==> config.mk <==
export PLATFORM = sky130hd
export DESIGN_NAME = centroid_update_unit
export DESIGN_NICKNAME = d
export VERILOG_FILES = /design/src/rtl/kmeans_pkg.sv /design/src/rtl/centroid_update_unit_seq_divider.sv /design/src/rtl/centroid_update_unit.sv
export SDC_FILE = /design/constraint.sdc
export NUM_CORES = 2
export LEC_CHECK = 0
export CAP_MARGIN = 0
export CORE_ASPECT_RATIO = 2
export CORE_MARGIN = 2
export CORE_UTILIZATION = 43
export DETAILED_ROUTE_END_ITERATION = 16
export SKIP_LAST_GASP = 1
export SLEW_MARGIN = 20
export SYNTH_ARGS = -nofsm -noshare
export SYNTH_HDL_FRONTEND = slang
export SYNTH_SLANG_ARGS = --single-unit
==> constraint.sdc <==
create_clock -name clk -period 9.64 [get_ports clk]
set_input_delay 1.928 -clock clk [delete_from_list [all_inputs] [get_ports clk]]
set_output_delay 1.928 -clock clk [all_outputs]
set_load 0.03 [all_outputs]
==> src/rtl/kmeans_pkg.sv <==
`default_nettype none
// kmeans_pkg: shared constants, types and reset helper for the k-means centroid update path.
// Rev 1.0. Macro CENTROID_ROUND_EN widens the divider dividend by one bit for round-to-nearest.
`ifndef K
`define K 14
`endif

package kmeans_pkg;

  localparam int K_CLUSTERS = `K;
  localparam int DIMS       = 5;
  localparam int DW         = 7;
  localparam int LW         = 4;
  localparam int MAX_PTS    = 300;
  localparam int CNT_W      = 9;
  localparam int SUM_W      = 16;
`ifdef CENTROID_ROUND_EN
  localparam int DVD_W      = SUM_W + 1;
`else
  localparam int DVD_W      = SUM_W;
`endif
  localparam int DIV_LEN    = K_CLUSTERS * DIMS * (DVD_W + 1);

  typedef logic [DIMS-1:0][DW-1:0] point_t;

  typedef struct packed {
    logic [LW-1:0] label;
    point_t        point;
  } element_t;

  typedef point_t [K_CLUSTERS-1:0] centroid_arr_t;

  typedef enum logic [1:0] {
    ACCUM   = 2'd0,
    DIV     = 2'd1,
    PUBLISH = 2'd2
  } cu_state_t;

  // Power-on centroid set: cluster k sits at k*8 in every dimension.
  function automatic centroid_arr_t reset_centroids();
    centroid_arr_t c;
    for (int k = 0; k < K_CLUSTERS; k++) begin
      for (int d = 0; d < DIMS; d++) begin
        c[k][d] = DW'(k * 8);
      end
    end
    return c;
  endfunction

endpackage

`default_nettype wire

==> src/rtl/centroid_update_unit_seq_divider.sv <==
`default_nettype none
// seq_divider: restoring unsigned divider, one quotient bit per cycle, MSB first.
// Rev 1.0. done/quotient are combinational in the final iteration cycle so the caller can capture on that edge.

module seq_divider #(
  parameter int DVD_W = 16,
  parameter int DVS_W = 9
) (
  input  logic             clk,
  input  logic             reset,
  input  logic             start,
  input  logic [DVD_W-1:0] dividend,
  input  logic [DVS_W-1:0] divisor,
  output logic             done,
  output logic [DVD_W-1:0] quotient
);

  localparam int IW = $clog2(DVD_W + 1);

  logic [DVS_W-1:0] rem;
  logic [DVD_W-1:0] quo;
  logic [IW-1:0]    iter;
  logic             running;

  logic [DVS_W:0]   trial;
  logic             fits;
  logic [DVS_W-1:0] rem_next;
  logic [DVD_W-1:0] quo_next;

  // The remainder is always below the divisor, so the shifted trial fits in DVS_W+1 bits.
  always_comb begin
    trial    = {rem, quo[DVD_W-1]};
    fits     = trial >= {1'b0, divisor};
    rem_next = fits ? DVS_W'(trial - {1'b0, divisor}) : DVS_W'(trial);
    quo_next = {quo[DVD_W-2:0], fits};
  end

  assign done     = running && (iter == IW'(1));
  assign quotient = quo_next;

  always_ff @(posedge clk) begin
    if (reset) begin
      rem     <= '0;
      quo     <= '0;
      iter    <= '0;
      running <= 1'b0;
    end else if (start) begin
      rem     <= '0;
      quo     <= dividend;
      iter    <= IW'(DVD_W);
      running <= 1'b1;
    end else if (running) begin
      rem  <= rem_next;
      quo  <= quo_next;
      iter <= iter - IW'(1);
      if (iter == IW'(1)) begin
        running <= 1'b0;
      end
    end
  end

endmodule

`default_nettype wire

==> src/rtl/centroid_update_unit.sv <==
`default_nettype none
// centroid_update_unit: per-cluster sums/counts, sequential mean division, centroid publish.
// Rev 1.0. Optional macro CENTROID_ROUND_EN selects round-to-nearest instead of truncating means.

module centroid_update_unit
  import kmeans_pkg::*;
(
  input  logic          clk,
  input  logic          reset,
  input  logic          valid,
  input  element_t      element_in,
  input  logic          recalculate_centroids,
  output logic          ready,
  output logic          busy,
  output centroid_arr_t formatted_centroids,
  output logic          update_centroids
);

  localparam int                PH_W     = $clog2(DVD_W + 1);
  localparam int                DM_W     = $clog2(DIMS);
  localparam logic [LW-1:0]     NUM_LBL  = LW'(K_CLUSTERS);
  localparam logic [LW-1:0]     LAST_CL  = LW'(K_CLUSTERS - 1);
  localparam logic [DM_W-1:0]   LAST_DM  = DM_W'(DIMS - 1);
  localparam logic [PH_W-1:0]   LAST_PH  = PH_W'(DVD_W);
  localparam logic [CNT_W-1:0]  CNT_MAX  = CNT_W'(MAX_PTS);
  localparam logic [DVD_W-1:0]  Q_MAX    = DVD_W'((1 << DW) - 1);

  cu_state_t        state;
  logic [SUM_W-1:0] sums   [K_CLUSTERS][DIMS];
  logic [CNT_W-1:0] counts [K_CLUSTERS];
  centroid_arr_t    shadow;
  logic [LW-1:0]    cl;
  logic [DM_W-1:0]  dm;
  logic [PH_W-1:0]  phase;

  logic [SUM_W-1:0] cur_sum;
  logic [CNT_W-1:0] cur_cnt;
  logic [DVD_W-1:0] dividend;
  logic             div_start;
  logic             div_done;
  logic [DVD_W-1:0] quotient;
  logic [DW-1:0]    result;
  centroid_arr_t    shadow_next;
  logic             accept;

  always_comb begin
    cur_sum = sums[cl][dm];
    cur_cnt = counts[cl];
`ifdef CENTROID_ROUND_EN
    dividend = DVD_W'(cur_sum) + DVD_W'(cur_cnt >> 1);
`else
    dividend = cur_sum;
`endif
    div_start = (state == DIV) && (phase == '0);

    // Empty clusters keep their centroid; the divider still runs so DIV length stays fixed.
    if (cur_cnt == '0) begin
      result = formatted_centroids[cl][dm];
    end else if (quotient > Q_MAX) begin
      result = DW'(Q_MAX);
    end else begin
      result = quotient[DW-1:0];
    end

    shadow_next = shadow;
    if ((state == DIV) && div_done) begin
      shadow_next[cl][dm] = result;
    end

    accept = valid && ready && (element_in.label < NUM_LBL)
             && (counts[element_in.label] < CNT_MAX);
  end

  seq_divider #(
    .DVD_W (DVD_W),
    .DVS_W (CNT_W)
  ) u_div (
    .clk      (clk),
    .reset    (reset),
    .start    (div_start),
    .dividend (dividend),
    .divisor  (cur_cnt),
    .done     (div_done),
    .quotient (quotient)
  );

  always_ff @(posedge clk) begin
    if (reset) begin
      state               <= ACCUM;
      ready               <= 1'b1;
      busy                <= 1'b0;
      update_centroids    <= 1'b0;
      cl                  <= '0;
      dm                  <= '0;
      phase               <= '0;
      formatted_centroids <= reset_centroids();
      shadow              <= reset_centroids();
      for (int k = 0; k < K_CLUSTERS; k++) begin
        counts[k] <= '0;
        for (int d = 0; d < DIMS; d++) begin
          sums[k][d] <= '0;
        end
      end
    end else begin
      update_centroids <= 1'b0;
      case (state)
        ACCUM: begin
          if (accept) begin
            for (int d = 0; d < DIMS; d++) begin
              sums[element_in.label][d] <= sums[element_in.label][d] + SUM_W'(element_in.point[d]);
            end
            counts[element_in.label] <= counts[element_in.label] + CNT_W'(1);
          end
          if (recalculate_centroids) begin
            state <= DIV;
            ready <= 1'b0;
            busy  <= 1'b1;
            cl    <= '0;
            dm    <= '0;
            phase <= '0;
          end
        end
        DIV: begin
          shadow <= shadow_next;
          if (phase == LAST_PH) begin
            phase <= '0;
            if (dm == LAST_DM) begin
              dm <= '0;
              if (cl == LAST_CL) begin
                cl                  <= '0;
                state               <= PUBLISH;
                busy                <= 1'b0;
                update_centroids    <= 1'b1;
                formatted_centroids <= shadow_next;
              end else begin
                cl <= cl + LW'(1);
              end
            end else begin
              dm <= dm + DM_W'(1);
            end
          end else begin
            phase <= phase + PH_W'(1);
          end
        end
        PUBLISH: begin
          for (int k = 0; k < K_CLUSTERS; k++) begin
            counts[k] <= '0;
            for (int d = 0; d < DIMS; d++) begin
              sums[k][d] <= '0;
            end
          end
          state <= ACCUM;
          ready <= 1'b1;
        end
        default: begin
          state <= ACCUM;
          ready <= 1'b1;
          busy  <= 1'b0;
        end
      endcase
    end
  end

endmodule

`default_nettype wire

==> results.md <==
* Post-synth ARST share at 0
* Largest family of logic cells by synthesized area: multiplexers
* Ys flop type: dfxtp_1
* Tot Pwr at 22,400 uW
* Iteration-0 DRC count of the detailed router at 10,200
* Post-Synth XOR/XNOR Area at 0.00650
* Met1 GRT Util at 0.340
* Sw frac at 0.257
* Leakage power at 0.0443 uW
* Min cycle time layout at 7.21 ns
* Clk buf depth at 4
* Post-Route WL at 454 mm
* Total gr overflow at 0
* Post-Synth Adder-Cell Area at 0.00670
* # rows at 266
* CP required at 10.25 ns
* Clk slew on worst S/H paths at 0.07 ns
* Slew Viols, Final at 0
* Critical setup path kind: input port to register
* Detail Route Antenna Nets at 0
* Initial antenna violation count at 18
* Die X at 367 um
* Vias/cell at 6.37
* Post-Syn Instances at 9,969
* Initial Util at 0.432
* Number of synthesized flops with an enable pin at 960
* Psw at 5770 uW
* GRT busiest layer: met2
* Post-Synth Simple-Gate Area at 0.132
* Latest clock arrival within the worst-skew pair at 0.92 ns
* Tcrit/Tclk final at 0.748
* Fin util at 0.494
* Hold-fix buffers at CTS at 0
* Drt drc at 0
* Crit path max fanout at 82
* Crit path DAT at 7.83 ns
* Mean Syn Cell Area at 11.3 um^2
* Post-CTS Setup Bufs at 0
* Slew @ Worst Pin at 1.29 ns
* Synth unique cells at 68
* Layout cells sized above 1 at 0.161
* Synth top area share at 0.265
* WL per Instance at 32.9 um
* Num CTS Buffers at 222
* Grt met3 use at 0.0672
* Post-synthesis mux area share at 0.206
* Vias in the first global route at 86,500
* Largest area contributor in the netlist: dfxtp_1
* # resized after CTS at 0
* Int Pwr at 16,600 uW
* Met2 GRT Util at 0.560
* Endpoints failing setup at 0
* Core Area at 0.262 mm^2
* Worst hold path class: register to register
* Final hold vios at 0
* I/O pin count at 536
* First-pass GRT wire length at 637 mm
* VDD IR max at 0.159 mV
* Compound-Gate Fraction of Synth Area at 0.0876
* Yosys reg bits at 2,456
* Relative slew slack at 0.135
* CTS tree: done
* Layout Nets at 10,200
* Max-Cap Viols at 0
* Register area share after synthesis at 0.520
* Combinational power share at 0.092
* CP Capture Type: register
* Layout area overhead at 14.3%
* PwrDens at 173 mW/mm^2
* Setup ws final at 2.43 ns
* Pre-CTS worst setup slack at 1.65 ns
* Clock share of power at 0.407
* Area of the die at 0.267 mm^2
* Status: finished, final reports clean
* RSZ-0062 raised after global routing: false
* Clock skew at 0.0695 ns
* Die Ht at 729 um
* Pre-antenna DRT Iters at 6
* Number of fill cells at 23,400
* Fmax at 139 MHz
* Sequential Power Share at 0.501
* Placer Congestion at 1.04
* Fin Setup TNS at 0 ns
* Gr usage total at 0.332
* IO buf count at 535
* HPWL after detailed placement at 304 mm
* Cell area after synthesis at 0.113 mm^2
* Via count of the routed design at 87,900
* Clk sinks at 2,456
* Clock root cell: clkbuf_16
* Largest net degree at the start of global routing at 214
* Synth top area cells: dfxtp_1, edfxtp_1, mux4_2
* Yosys warns at 0
* Launching element type of the critical path: input port
* H-tree levels at 4
-- final timing paths --
kind	from	endpoint	slack, ns	cells after the start
setup reg to reg	register	shadow[420]	3.54	14
hold reg to reg	shadow[134]	formatted_centroids[134]	0.44	2
hold / removal	shadow[134]	formatted_centroids[134]	0.44	2
setup / recovery	element_in[35]	sums[15][63]	2.43	12
-- worst max-delay path, stage by stage --
cell and delay (ns):
buf_8 0.49, buf_12 0.56, mux4_2 0.58, mux4_2 0.49, ha_1 0.31, a21o_1 0.15, a211oi_1 0.09, o21ai_0 0.41
and4b_1 0.54, nand4_1 0.64, xor2_1 1.02, inv_1 0.14
-- power groups by stage --
stage | clock network [uW] | logic (uW) | registers, uW
after detailed placement | 0 | 2020 | 11400
final | 9120 | 2070 | 11200
after floorplan | 0 | 1260 | 11400
after global placement | 0 | 2000 | 11400
after global routing | 9550 | 2150 | 11200
after CTS | 9190 | 2030 | 11200
-- stage by stage --
| stage | hold WS [ns] | std cells | area, um^2 |
|---|---|---|---|
| after CTS | 0.438 | 13800 | 129000 |
| final | 0.436 | 13800 | 129000 |
| after detailed placement | 0.443 | 13400 | 122000 |
| after global routing | 0.461 | 13800 | 129000 |
| after global placement | 0.438 | 13400 | 122000 |
| after floorplan | 0.432 | 10100 | 114000 |
-- cell usage after synthesis, types with 59 or more instances --
library cell	count
dfxtp_1	1496
nand3_1	1133
nor2_1	1093
edfxtp_1	960
mux4_2	958
nand2_1	902
clkbuf_1	635
a21oi_1	578
o21ai_0	472
buf_2	208
o31ai_1	164
mux2i_1	156
inv_1	133
buf_1	127
a211oi_1	123
a22oi_1	80
nand4_1	80
o21a_1	68
o22ai_1	61
o21ai_1	59
-- area by class of cell --
cell class | instances | area [um^2] | share of cell area
diodes | 11 | 27.5 | 0.000213
flip-flops and latches | 2456 | 58800 | 0.455
multi-input cells | 6558 | 50900 | 0.394
clock buffers | 307 | 6350 | 0.0491
clock inverters | 84 | 863 | 0.00667
well taps | 3484 | 4360 | 0.0337
repair buffers | 766 | 7490 | 0.0579
inverters | 134 | 510 | 0.00395
-- sequential cells by signal, indices dropped and copies added, names as in the netlist, named ones only --
name	cells
update_centroids	1
cl	4
busy	1
formatted_centroids	490
u_div.running	1
u_div.quo	16
shadow	490
dm	3
ready	1
counts	144
state	2
sums	1280
phase	5
u_div.rem	9
u_div.iter	5
-- placed cells by master, fill, tap and decap left out, types with 51 or more instances in the layout --
master / instances
mux4_2: 958
edfxtp_1: 960
dfxtp_1: 1487
a211oi_1: 123
nand2_1: 886
a22oi_1: 80
inv_1: 133
conb_1: 178
o21ai_1: 59
o31ai_1: 163
o21a_1: 68
nor2_1: 1086
ha_1: 51
a21oi_1: 577
clkbuf_16: 230
mux2i_1: 151
nand4_1: 80
buf_4: 202
o22ai_1: 61
clkdlybuf4s50_1: 530
o21ai_0: 472
nand3_1: 1127
-- per-layer routing --
metal  routed length, um  up-vias
li1                    -    37100
met1              141000    43900
met5                  56        -
met4               52700        8
met2              221000     5333
met3               39100     1617
-- logic make-up after synthesis --
kind of cell               after synthesis
AOI/OAI and AO/OA                     1691
xor gates and xnor gates                84
adders and majority gates               57
buffers and inverters                 1132
DFF                                   2456
muxes                                 1129
other                                    1
and+or+nand+nor                       3419
Power figures use the tool's default switching activity.
